<file path="config.mk">
export PLATFORM = sky130hd
export DESIGN_NAME = seq_pattern_detector_flat
export DESIGN_NICKNAME = d
export VERILOG_FILES = /design/src/rtl/seq_pattern_detector_if.sv /design/src/rtl/seq_pattern_detector.sv /design/src/flat_wrapper.sv
export SDC_FILE = /design/constraint.sdc
export NUM_CORES = 1
export LEC_CHECK = 0
export CORE_UTILIZATION = 47
export CTS_CLUSTER_SIZE = 24
export DETAILED_ROUTE_END_ITERATION = 8
export HOLD_SLACK_MARGIN = 0.03
export PLACE_DENSITY_LB_ADDON = 0.3
export SETUP_SLACK_MARGIN = 0.05
export SLEW_MARGIN = 20
export SYNTH_ARGS = -nofsm -noshare
export SYNTH_HDL_FRONTEND = slang
export SYNTH_SLANG_ARGS = --single-unit
export TNS_END_PERCENT = 50
</file>
<file path="constraint.sdc">
create_clock -name clk -period 1.5 [get_ports clk]
set_input_delay 0.3 -clock clk [delete_from_list [all_inputs] [get_ports clk]]
set_output_delay 0.3 -clock clk [all_outputs]
set_load 0.02 [all_outputs]
</file>
<file path="src/rtl/seq_pattern_detector_if.sv">
// Bus bundle for seq_pattern_detector: serial stream, pattern/config load and match status.
interface seq_pattern_detector_if #(
   parameter int PAT_W = 4,
   parameter int CNT_W = 8
);
   logic             in;
   logic             in_valid;
   logic [PAT_W-1:0] pattern;
   logic             pat_load;
   logic             overlap;
   logic             cnt_clr;
   logic             detect;
   logic [CNT_W-1:0] match_count;
   logic             count_sat;

   modport master (
      output in, in_valid, pattern, pat_load, overlap, cnt_clr,
      input  detect, match_count, count_sat
   );

   modport slave (
      input  in, in_valid, pattern, pat_load, overlap, cnt_clr,
      output detect, match_count, count_sat
   );
endinterface

</file>
<file path="src/rtl/seq_pattern_detector.sv">
// Moore serial pattern detector with runtime-loadable pattern and overlap mode.
// Optional saturating match counter enabled by defining SEQDET_COUNT_EN.
//
// state   | meaning
// UNARMED | no pattern loaded since reset, stream ignored
// FILL    | collecting the first PAT_W bits after load or non-overlap hit
// SEARCH  | history full, sliding compare on each valid bit
// HIT     | history equals pattern, detect asserted
module seq_pattern_detector #(
   parameter int PAT_W = 4,
   parameter int CNT_W = 8
) (
   input  logic                   clk,
   input  logic                   rst_n,
   seq_pattern_detector_if.slave  bus
);
   localparam int FW = $clog2(PAT_W + 1);
   localparam logic [FW-1:0] FILL_FULL = FW'(PAT_W);
   localparam logic [FW-1:0] FILL_ONE  = FW'(1);

   typedef enum logic [1:0] {UNARMED, FILL, SEARCH, HIT} state_t;

   state_t           r_state, w_state_nxt;
   logic [PAT_W-1:0] r_hist, w_hist_nxt;
   logic [PAT_W-1:0] r_pat, w_pat_nxt;
   logic             r_ovl, w_ovl_nxt;
   logic [FW-1:0]    r_fill, w_fill_nxt;
   logic [PAT_W-1:0] w_hist_shift;
   logic [PAT_W-1:0] w_hist_one;
   logic [FW-1:0]    w_fill_inc;
   logic             w_shift_match;
   logic             w_one_match;
   logic             w_hit_enter;

   assign w_hist_shift  = (r_hist << 1) | PAT_W'(bus.in);
   assign w_hist_one    = PAT_W'(bus.in);
   assign w_fill_inc    = r_fill + FILL_ONE;
   assign w_shift_match = (w_hist_shift == r_pat);
   assign w_one_match   = (w_hist_one == r_pat);

   always_comb begin
      w_state_nxt = r_state;
      w_hist_nxt  = r_hist;
      w_fill_nxt  = r_fill;
      w_pat_nxt   = r_pat;
      w_ovl_nxt   = r_ovl;
      w_hit_enter = 1'b0;
      if (bus.pat_load) begin
         w_pat_nxt   = bus.pattern;
         w_ovl_nxt   = bus.overlap;
         w_hist_nxt  = '0;
         w_fill_nxt  = '0;
         w_state_nxt = FILL;
      end else if (bus.in_valid) begin
         unique case (r_state)
            FILL: begin
               w_hist_nxt = w_hist_shift;
               w_fill_nxt = w_fill_inc;
               if (w_fill_inc == FILL_FULL)
                  w_state_nxt = w_shift_match ? HIT : SEARCH;
            end
            SEARCH: begin
               w_hist_nxt = w_hist_shift;
               if (w_shift_match)
                  w_state_nxt = HIT;
            end
            HIT: begin
               if (r_ovl) begin
                  w_hist_nxt  = w_hist_shift;
                  w_state_nxt = w_shift_match ? HIT : SEARCH;
               end else begin
                  // Non-overlap restarts from this bit; a 1-bit history is already full.
                  w_hist_nxt = w_hist_one;
                  w_fill_nxt = FILL_ONE;
                  if (PAT_W == 1)
                     w_state_nxt = w_one_match ? HIT : SEARCH;
                  else
                     w_state_nxt = FILL;
               end
            end
            default: ;
         endcase
         w_hit_enter = (w_state_nxt == HIT);
      end
   end

   always_ff @(posedge clk or negedge rst_n) begin
      if (!rst_n) begin
         r_state <= UNARMED;
         r_hist  <= '0;
         r_fill  <= '0;
         r_pat   <= '0;
         r_ovl   <= 1'b0;
      end else begin
         r_state <= w_state_nxt;
         r_hist  <= w_hist_nxt;
         r_fill  <= w_fill_nxt;
         r_pat   <= w_pat_nxt;
         r_ovl   <= w_ovl_nxt;
      end
   end

   assign bus.detect = (r_state == HIT);

`ifdef SEQDET_COUNT_EN
   logic [CNT_W-1:0] r_count;

   always_ff @(posedge clk or negedge rst_n) begin
      if (!rst_n)
         r_count <= '0;
      else if (bus.cnt_clr)
         r_count <= '0;
      else if (w_hit_enter && !(&r_count))
         r_count <= r_count + CNT_W'(1);
   end

   assign bus.match_count = r_count;
   assign bus.count_sat   = &r_count;
`else
   wire w_unused_cnt = &{1'b0, bus.cnt_clr, w_hit_enter};

   assign bus.match_count = '0;
   assign bus.count_sat   = 1'b0;
`endif
endmodule

</file>
<file path="src/flat_wrapper.sv">
// flat-port wrapper written by rule: the top's interface ports become plain ports
module seq_pattern_detector_flat 
#(
   parameter int PAT_W = 4,
   parameter int CNT_W = 8
)
  (clk, rst_n, bus_in, bus_in_valid, bus_pattern, bus_pat_load, bus_overlap, bus_cnt_clr, bus_detect, bus_match_count, bus_count_sat);
  seq_pattern_detector_if #(.PAT_W(PAT_W), .CNT_W(CNT_W)) bus_i ();
  input  logic clk;
  input  logic rst_n;
  input wire logic [$bits(bus_i.in)-1:0] bus_in;
  input wire logic [$bits(bus_i.in_valid)-1:0] bus_in_valid;
  input wire logic [$bits(bus_i.pattern)-1:0] bus_pattern;
  input wire logic [$bits(bus_i.pat_load)-1:0] bus_pat_load;
  input wire logic [$bits(bus_i.overlap)-1:0] bus_overlap;
  input wire logic [$bits(bus_i.cnt_clr)-1:0] bus_cnt_clr;
  output wire logic [$bits(bus_i.detect)-1:0] bus_detect;
  output wire logic [$bits(bus_i.match_count)-1:0] bus_match_count;
  output wire logic [$bits(bus_i.count_sat)-1:0] bus_count_sat;
  assign bus_i.in = bus_in;
  assign bus_i.in_valid = bus_in_valid;
  assign bus_i.pattern = bus_pattern;
  assign bus_i.pat_load = bus_pat_load;
  assign bus_i.overlap = bus_overlap;
  assign bus_i.cnt_clr = bus_cnt_clr;
  assign bus_detect = bus_i.detect;
  assign bus_match_count = bus_i.match_count;
  assign bus_count_sat = bus_i.count_sat;
  seq_pattern_detector #(.PAT_W(PAT_W), .CNT_W(CNT_W)) u_core (.clk(clk), .rst_n(rst_n), .bus(bus_i));
endmodule
</file>
Word-level counts from Yosys, hierarchy flattened
Cells that the tools add are included.
- add/subtract/negate cells: 1
- equality and inequality tests: 8
- mux-type cells: 15
- bitwise logic cells: 1
- reductions and logical operators: 8
- operators by type and width (kind ; count):
    $mux 3 ; 6
    $pmux 3 s2 ; 2
    $mux 2 ; 5
    $ne 3x2->1 const B ; 2
    $pmux 2 s3 ; 1
    $reduce_bool 3->1 ; 2
    $eq 2x2->1 const B ; 2
    $eq 4x4->1 ; 1
    $or 4x1->4 ; 1
    $reduce_and 4->1 ; 1
    $reduce_bool 4->1 ; 1
    $add 3x1->3 const B ; 1
    $eq 3x3->1 const B ; 1
    $ne 3x3->1 const B ; 1
    $reduce_and 3->1 ; 1
    $eq 2x1->1 const B ; 1
    $reduce_and 2->1 ; 1
    $reduce_bool 2->1 ; 1
    $reduce_or 2->1 ; 1
    $mux 1 ; 1
- register bits after elaboration: 13
- input port bits: 11
- output and inout port bits: 10
- logic and storage cells: 38

Logic depth before layout (Yosys ltp)
Gate-level depths: netlist (run 1).
- depth after elaboration: 7
- gate-level depth with buffers: 6
- gate-level depth less buffers: 6

Worst setup path before layout (run 1)
No wires, ideal clock.
- kind: reg-to-reg
- start point: register u_core.r_state[0]
- end point: register u_core.r_hist[0]
- library setup time: 0.137 ns
- arrival time: 1.281 ns
- data required time: 1.363 ns
- slack: 0.082 ns
- stages on the path, launching flop included: 5
- buffers on the path: 0
- period minus slack after synthesis: 1.418 ns
- cell sequence: dfrtp_1 > ha_1 > nand2b_1 > a21oi_1 > o21ai_0
- elaborated cells on any way between the ends: 9
- those cells by class: eq/ne: 3; mux: 3; reduce/logical: 3
- RTL lines (what ; line ; text):
    start: declaration ; seq_pattern_detector.sv:23 ; state_t r_state, w_state_nxt;
    start signal: assignment ; seq_pattern_detector.sv:95 ; r_state <= w_state_nxt;
    $eq 2x2->1 * ; n/a ;
    via bus_detect ; flat_wrapper.sv:17 ; output wire logic [$bits(bus_i.detect)-1:0] bus_detect;
    $pmux 3 s2 ; seq_pattern_detector.sv:55 ; unique case (r_state)
    $mux 3 ; seq_pattern_detector.sv:54 ; end else if (bus.in_valid) begin
    $mux 3 ; seq_pattern_detector.sv:48 ; if (bus.pat_load) begin
    end signal: assignment ; seq_pattern_detector.sv:96 ; r_hist <= w_hist_nxt;
    end: declaration ; seq_pattern_detector.sv:24 ; logic [PAT_W-1:0] r_hist, w_hist_nxt;
The timed path passes the listed nets; every way through them passes the cells marked *. The select of a mux whose other input is x is not followed.
A chain may end at the register's enable or synchronous reset.

Worst setup path after layout (run 1)
- start point: register u_core.r_state[1]
- end point: register u_core.r_state[1]
- longest elaborated chain between the ends: 4
- elaborated cells on any way between the ends: 10
- those cells by class: eq/ne: 5; mux: 3; reduce/logical: 2
- RTL lines (what ; line):
    $eq 2x2->1 / $eq 2x1->1 (equally long branches) ; seq_pattern_detector.sv:55
    $pmux 2 s3 ; seq_pattern_detector.sv:55
    $mux 2 ; seq_pattern_detector.sv:54
    $mux 2 ; seq_pattern_detector.sv:48
Parallel ways exist; a longest one is shown, timed or not. The select of a mux whose other input is x is not followed.

==> results of run 1 <==
[layout make-up]
type	count	area [um^2]
clock buffers	4	26.3
fillers	136	561
inverters	6	22.5
multi-input cells	62	442
flip-flops and latches	13	325
well taps	16	20.0
repair buffers	19	163
[power by group through the flow]
stage / clock network (W) / registers, W / logic, W
after floorplan: 0 / 0.000466 / 0.000364
after global placement: 0 / 0.000474 / 0.000518
after detailed placement: 0 / 0.000479 / 0.000543
after CTS: 0.000223 / 0.000473 / 0.000550
after global routing: 0.000239 / 0.000484 / 0.000629
final: 0.000216 / 0.000473 / 0.000565
[state kept, by name (all words and copies together) (netlist names)]
signal,count
u_core.r_hist,3
u_core.r_ovl,1
u_core.r_state,2
u_core.r_pat,4
u_core.r_fill,3
[worst paths after layout]
path	start	end	slack (ns)	cells after the start
worst max register to register	u_core.r_state[1]	u_core.r_state[1]	0.08	6
worst min register to register	u_core.r_hist[2]	u_core.r_hist[2]	0.52	2
max in group asynchronous	rst_n	u_core.r_hist[2]	1.02	2
worst min-delay path	rst_n	u_core.r_fill[1]	0.32	2
min in group clk	u_core.r_hist[2]	u_core.r_hist[2]	0.52	2
worst max-delay path	u_core.r_state[1]	u_core.r_state[1]	0.08	6
[metrics by stage]
step | cell area, um^2 | total power (W) | utilization
after floorplan | 835 | 0.000831 | -
after detailed placement | 950 | 0.00102 | 0.609
after CTS | 985 | 0.00125 | 0.632
final | 998 | 0.00125 | 0.640
after global placement | 950 | 0.000992 | 0.609
after global routing | 998 | 0.00135 | 0.640
[synth_stat cells]
cell	number	area (um^2)
sky130_fd_sc_hd__dfrtp_1	13	325
sky130_fd_sc_hd__buf_4	9	67.6
sky130_fd_sc_hd__nand2_1	9	33.8
sky130_fd_sc_hd__a21oi_1	6	30.0
sky130_fd_sc_hd__inv_1	6	22.5
sky130_fd_sc_hd__o21ai_0	6	30.0
sky130_fd_sc_hd__ha_1	5	62.6
sky130_fd_sc_hd__mux2_2	4	45.0
sky130_fd_sc_hd__xor2_1	4	35.0
sky130_fd_sc_hd__nand2b_1	3	18.8
sky130_fd_sc_hd__nand3_1	3	15.0
sky130_fd_sc_hd__nor2_1	3	11.3
sky130_fd_sc_hd__a22oi_1	2	15.0
sky130_fd_sc_hd__a221oi_1	1	8.76
sky130_fd_sc_hd__a2bb2oi_1	1	8.76
sky130_fd_sc_hd__and4b_1	1	10.0
sky130_fd_sc_hd__buf_2	1	5.00
sky130_fd_sc_hd__conb_1	1	3.75
sky130_fd_sc_hd__nor3b_1	1	7.51
sky130_fd_sc_hd__nor4_2	1	12.5
sky130_fd_sc_hd__o21ai_1	1	5.00
sky130_fd_sc_hd__o221ai_2	1	15.0
sky130_fd_sc_hd__xnor2_2	1	16.3
[cells in the final DEF (no fill, tap or decap), types with 2 or more instances in the layout]
cell and instances:
sky130_fd_sc_hd__inv_1 6, sky130_fd_sc_hd__ha_1 2, sky130_fd_sc_hd__o21ai_0 5, sky130_fd_sc_hd__nand2_1 9, sky130_fd_sc_hd__clkdlybuf4s50_1 9, sky130_fd_sc_hd__clkbuf_4 3
sky130_fd_sc_hd__mux2_2 4, sky130_fd_sc_hd__buf_4 9, sky130_fd_sc_hd__dfrtp_1 13, sky130_fd_sc_hd__nand3_1 3, sky130_fd_sc_hd__ha_2 3, sky130_fd_sc_hd__nor2_1 2
sky130_fd_sc_hd__a21oi_1 5, sky130_fd_sc_hd__nand2b_1 3, sky130_fd_sc_hd__conb_1 9, sky130_fd_sc_hd__xor2_1 4
[routing by layer]
metal | global-route usage | part of all wire
met5 | 0 | 0
met4 | 0.0938 | 0.0035
met3 | 0.0125 | 0.019
met2 | 0.330 | 0.54
met1 | 0.196 | 0.44
[kinds of logic (layout without fill, tap and decap cells)]
family          after synthesis  in the layout
simple gates                 21             21
xor+xnor                      5              5
fa+ha+maj                     5              5
mux                           4              4
other cells                   1              9
compound gates               18             18
buf+inv                      16             29
flops                        13             13
[what timing repair did]
action,in CTS,in global routing
pin swaps,1,2
gates cloned,0,0
gates resized for setup,8,5
endpoints found under the setup margin,3,7
==> PnR_summary.wiki, run 1 <==
{| class="wikitable"
! Metric !! Value
|-
| Outcome || finished clean
|-
| Internal Power || 0.000781 W
|-
| Routability congestion estimate || 0.715
|-
| Crit path buffers/inverters || 1
|-
| Net load switching power || 0.000473 W
|-
| Hold violation total from the final report || 0
|-
| Post-Syn Instances || 83
|-
| Total Die Area || 1880 um^2
|-
| Number of DRC markers in iteration 0 || 2
|-
| Vias per Instance || 5.02
|-
| Simple-gate share of the synthesized area || 0.135
|-
| Wire length of the first global-routing pass || 2430 um
|-
| Number of H-tree branching levels || 1
|-
| GRT Overall Usage || 0.176
|-
| CTS Root Buffer Type || sky130_fd_sc_hd__clkbuf_4
|-
| Clock tree from TritonCTS || done
|-
| Element type at the critical path end || register
|-
| Maximum number of buffers from clock root to sink || 2
|-
| Setup clock skew after layout || 0.00111 ns
|-
| Post-CTS clock slew at the launch and capture registers of the worst setup and hold paths || 0.08 ns
|-
| Worst setup path category || reg -> reg
|-
| Worst voltage drop across the vdd grid || 0.646 mV
|-
| Standard cell with the maximum stage delay on the critical path || sky130_fd_sc_hd__dfrtp_1
|-
| Unrepaired setup endpoints after global routing || true
|-
| Data required time at the worst endpoint || 1.69 ns
|-
| Post-Synthesis Mean Instance Area || 9.69 um^2
|-
| Part of the Yosys area used for sequential elements || 0.404
|-
| Skew-Pair Late Insertion Delay || 0.27 ns
|-
| Initial antenna violation count || 0
|-
| Non-filler instance count after layout || 120
|-
| WL/cell || 12.0 um
|-
| Critical path startpoint category || register
|-
| Antenna-violating nets left || 0
|-
| Starting Density || 0.516
|-
| Leak Pwr || 0.460 nW
|-
| Minimum setup slack in the final design || 0.0791 ns
|-
| Input/output buffers || 10
|-
| Placement Setup Slack || -0.226 ns
|-
| Clk sink count || 13
|-
| Crit-path leading delay family || compound AO/OA/AOI/OAI gates
|-
| Clock group share of total power || 0.172
|-
| Cell-by-cell trace of the critical path || inv_1 -> ha_2 -> nand2b_1 -> o221ai_2 -> o21ai_2 -> a22oi_1
|-
| Power density over the cells || 1260 nW/um^2
|-
| Area Overhead vs Synth || 24.1%
|-
| Number of nets at the end of the flow || 121
|-
| Horizontal extent of the die || 43.4 um
|-
| FP Rows || 14
|-
| Max incr delay on CP || 0.37 ns
|-
| Antenna diode count || 0
|-
| Worst min-delay path category || in -> async
|-
| Share of the synthesized netlist area taken by xor and xnor gates || 0.0638
|-
| HPWL Detailed || 1140 um
|-
| Fraction of the mapped netlist area in adder cells || 0.0778
|-
| Fraction of final layout cells sized beyond drive strength 1 || 0.269
|-
| Main combinational cell family by area after synthesis || compound AO/OA/AOI/OAI gates
|-
| Min Tclk post-route || 1.42 ns
|-
| Mux cell area share after synthesis || 0.0560
|-
| Arrival time at the worst endpoint || 1.62 ns
|-
| Placed cell count || 116
|-
| Worst-case hold slack || 0.318 ns
|-
| DRC Markers || 0
|-
| Total congestion overflow after global routing || 0
|-
| Clock buffers created by TritonCTS || 3
|-
| Compound-cell area share of the yosys netlist || 0.140
|-
| Achievable frequency || 0.704 GHz
|-
| Combinational Power Share || 0.451
|-
| Area of the mapped netlist || 805 um^2
|-
| Top-level port count || 21
|-
| Number of synthesis warnings || 0
|-
| Via count of the first global-routing pass || 571
|-
| Drt total wl || 1440 um
|-
| Setup-violating endpoint count in the final report || 0
|-
| TritonRoute pass-1 iters || 4
|-
| Hold buffer count at CTS || 0
|-
| Die height || 43.4 um
|-
| Core region area || 1560 um^2
|-
| Number of maximum-capacitance violations || 0
|-
| Sequential cell fraction of total power || 0.377
|-
| Distinct cell type count after synthesis || 23
|-
| Pin count of the biggest net entering global routing || 14
|-
| Max Transition Viols Final || 0
|-
| Register bit count reported by yosys || 13
|-
| Fin crit share || 0.947
|-
| Final-layout setup total negative slack || 0 ns
|-
| Vias || 602
|-
| Worst-path fanout max || 8
|-
| Switching part of the total power || 0.377
|-
| Post-CTS setup-driven buffer insertion count || 0
|}
(Power assumes the default switching activity.)
==> run 2, diff against run 1 <==
Settings changed: CELL_PAD_IN_SITES_DETAIL_PLACEMENT from default to 1, CELL_PAD_IN_SITES_GLOBAL_PLACEMENT from default to 1, CORE_UTILIZATION 47 to 35.
==> run 2 against run 1 <==
Utilization down 8.8 points. Clock power up 4%. Flip-flop and latch count unchanged. Die area up 33%. Critical path type unchanged.
==> PnR_summary.wiki, run 2 (synthesis gave the netlist of run 1 again) <==
{| class="wikitable"
! Metric !! Value
|-
| Maximum number of buffers from clock root to sink || 2
|-
| Critical path startpoint category || register
|-
| Outcome || finished clean
|-
| Die height || 49.9 um
|-
| Power density over the cells || 1380 nW/um^2
|-
| Hold buffer count at CTS || 0
|-
| Horizontal extent of the die || 49.9 um
|-
| Leak Pwr || 0.506 nW
|-
| Setup-violating endpoint count in the final report || 0
|-
| Commonest cells after routing, fill and taps aside || 11 x sky130_fd_sc_hd__dfrtp_1, 9 x sky130_fd_sc_hd__nand2_1, 9 x sky130_fd_sc_hd__conb_1, 9 x sky130_fd_sc_hd__buf_4, 8 x sky130_fd_sc_hd__clkdlybuf4s50_1
|-
| Pin count of the biggest net entering global routing || 14
|-
| Area Overhead vs Synth || 41.7%
|-
| Number of fill cells in the layout || 238
|-
| Clock buffers created by TritonCTS || 3
|-
| Worst-path fanout max || 4
|-
| Non-filler instance count after layout || 135
|-
| Number of H-tree branching levels || 1
|-
| Arrival time at the worst endpoint || 1.61 ns
|-
| Element type at the critical path end || register
|-
| HPWL Detailed || 1300 um
|-
| Worst min-delay path category || in -> async
|-
| Starting Density || 0.390
|-
| Vias per Instance || 4.87
|-
| Max Transition Viols Final || 0
|-
| Worst-case hold slack || 0.321 ns
|-
| Total power of the final layout || 0.00157 W
|-
| Initial antenna violation count || 0
|-
| Achievable frequency || 0.711 GHz
|-
| Fraction of final layout cells sized beyond drive strength 1 || 0.389
|-
| GRT Overall Usage || 0.153
|-
| Skew-Pair Late Insertion Delay || 0.28 ns
|-
| TritonRoute pass-1 iters || 2
|-
| Setup clock skew after layout || 0.00633 ns
|-
| Fin crit share || 0.938
|-
| Register name with the most flops || u_core.r_pat
|-
| Antenna diode count || 0
|-
| Most common cell after layout, fill and taps aside || sky130_fd_sc_hd__dfrtp_1
|-
| Max FFs per register || 4
|-
| Biggest registers after layout || u_core.r_pat (4), u_core.r_fill (3), u_core.r_hist (3)
|-
| Placed cell count || 129
|-
| Clk sink count || 13
|-
| Total congestion overflow after global routing || 0
|-
| Final-layout setup total negative slack || 0 ns
|-
| Post-route cell area || 1140 um^2
|-
| Hold violation total from the final report || 0
|-
| DRC Markers || 0
|-
| Routability congestion estimate || 0.751
|-
| FP Rows || 16
|-
| Post-CTS clock slew at the launch and capture registers of the worst setup and hold paths || 0.08 ns
|-
| Total Die Area || 2490 um^2
|-
| Worst voltage drop across the vdd grid || 0.725 mV
|-
| Data required time at the worst endpoint || 1.70 ns
|-
| Drt total wl || 1660 um
|-
| Number of nets at the end of the flow || 125
|-
| Worst setup path category || reg -> reg
|-
| Number of DRC markers in iteration 0 || 1
|-
| Input/output buffers || 10
|-
| Cell area reported after detailed placement || 978 um^2
|-
| Number of maximum-capacitance violations || 0
|-
| Via count of the first global-routing pass || 661
|-
| Vias || 658
|-
| Min Tclk post-route || 1.41 ns
|-
| Clock tree from TritonCTS || done
|-
| CTS Root Buffer Type || sky130_fd_sc_hd__clkbuf_4
|-
| WL/cell || 12.3 um
|-
| Top-level port count || 21
|-
| Antenna-violating nets left || 0
|-
| Unrepaired setup endpoints after global routing || true
|-
| Wire length of the first global-routing pass || 2820 um
|-
| Core region area || 2060 um^2
|}
## run 2: final cells by class
cell class	count	area (um^2)	share of cell area
inverters	6	22.5	0.0198
flip-flops and latches	13	328	0.288
clock buffers	4	26.3	0.0231
multi-input cells	62	519	0.456
repair buffers	23	210	0.184
well taps	27	33.8	0.0296
## run 2: worst paths after layout
| check | from | to | slack (ns) | cells past startpoint |
|---|---|---|---|---|
| worst max-delay path | u_core.r_state[0] | u_core.r_state[0] | 0.09 | 6 |
| worst min-delay path | rst_n | u_core.r_pat[1] | 0.32 | 2 |
| worst max register to register | u_core.r_state[0] | u_core.r_state[0] | 0.09 | 6 |
| worst min register to register | u_core.r_hist[2] | u_core.r_hist[2] | 0.51 | 2 |
| max in group asynchronous | rst_n | u_core.r_state[0] | 1.00 | 2 |
| min in group clk | u_core.r_hist[2] | u_core.r_hist[2] | 0.51 | 2 |
## run 2: power by group
| group | switching, W | internal (W) | total [W] | leakage (nW) |
|---|---|---|---|---|
| Combinational | 0.000401 | 0.000446 | 0.000847 | 0.330 |
| Clock | 0.000120 | 0.000103 | 0.000224 | 0.0150 |
| Sequential | 0.0000768 | 0.000420 | 0.000497 | 0.161 |
| Total | 0.000599 | 0.000969 | 0.00157 | 0.506 |
## run 2: what timing repair did
| action | CTS | global route |
|---|---|---|
| gates resized for setup | 7 | 26 |
| buffers inserted | 1 | 1 |
| gates cloned | 0 | 0 |
| pin swaps | 1 | 6 |
| endpoints found under the setup margin | 3 | 7 |
## run 2: stage by stage
step / utilization / setup slack [ns]
2_1_floorplan: - / 0.0822
3_3_place_gp: 0.475 / -0.115
3_5_place_dp: 0.475 / -0.192
4_1_cts: 0.493 / 0.0421
5_1_grt: 0.553 / 0.0136
6_report: 0.553 / 0.0928
## run 2: critical path, cell delays in order, from the launching register on
cell	delay, ns
sky130_fd_sc_hd__dfrtp_2	0.46
sky130_fd_sc_hd__inv_2	0.11
sky130_fd_sc_hd__ha_4	0.18
sky130_fd_sc_hd__nor2_4	0.05
sky130_fd_sc_hd__o221ai_4	0.22
sky130_fd_sc_hd__o21ai_2	0.11
sky130_fd_sc_hd__a22oi_2	0.20
## run 2: layer usage
layer,vias up,global-route usage,share of wire
met1,322,0.170,0.43
met2,16,0.277,0.51
li1,315,-,-
met4,0,0.0714,0.021
met3,5,0.0278,0.031
met5,-,0,0
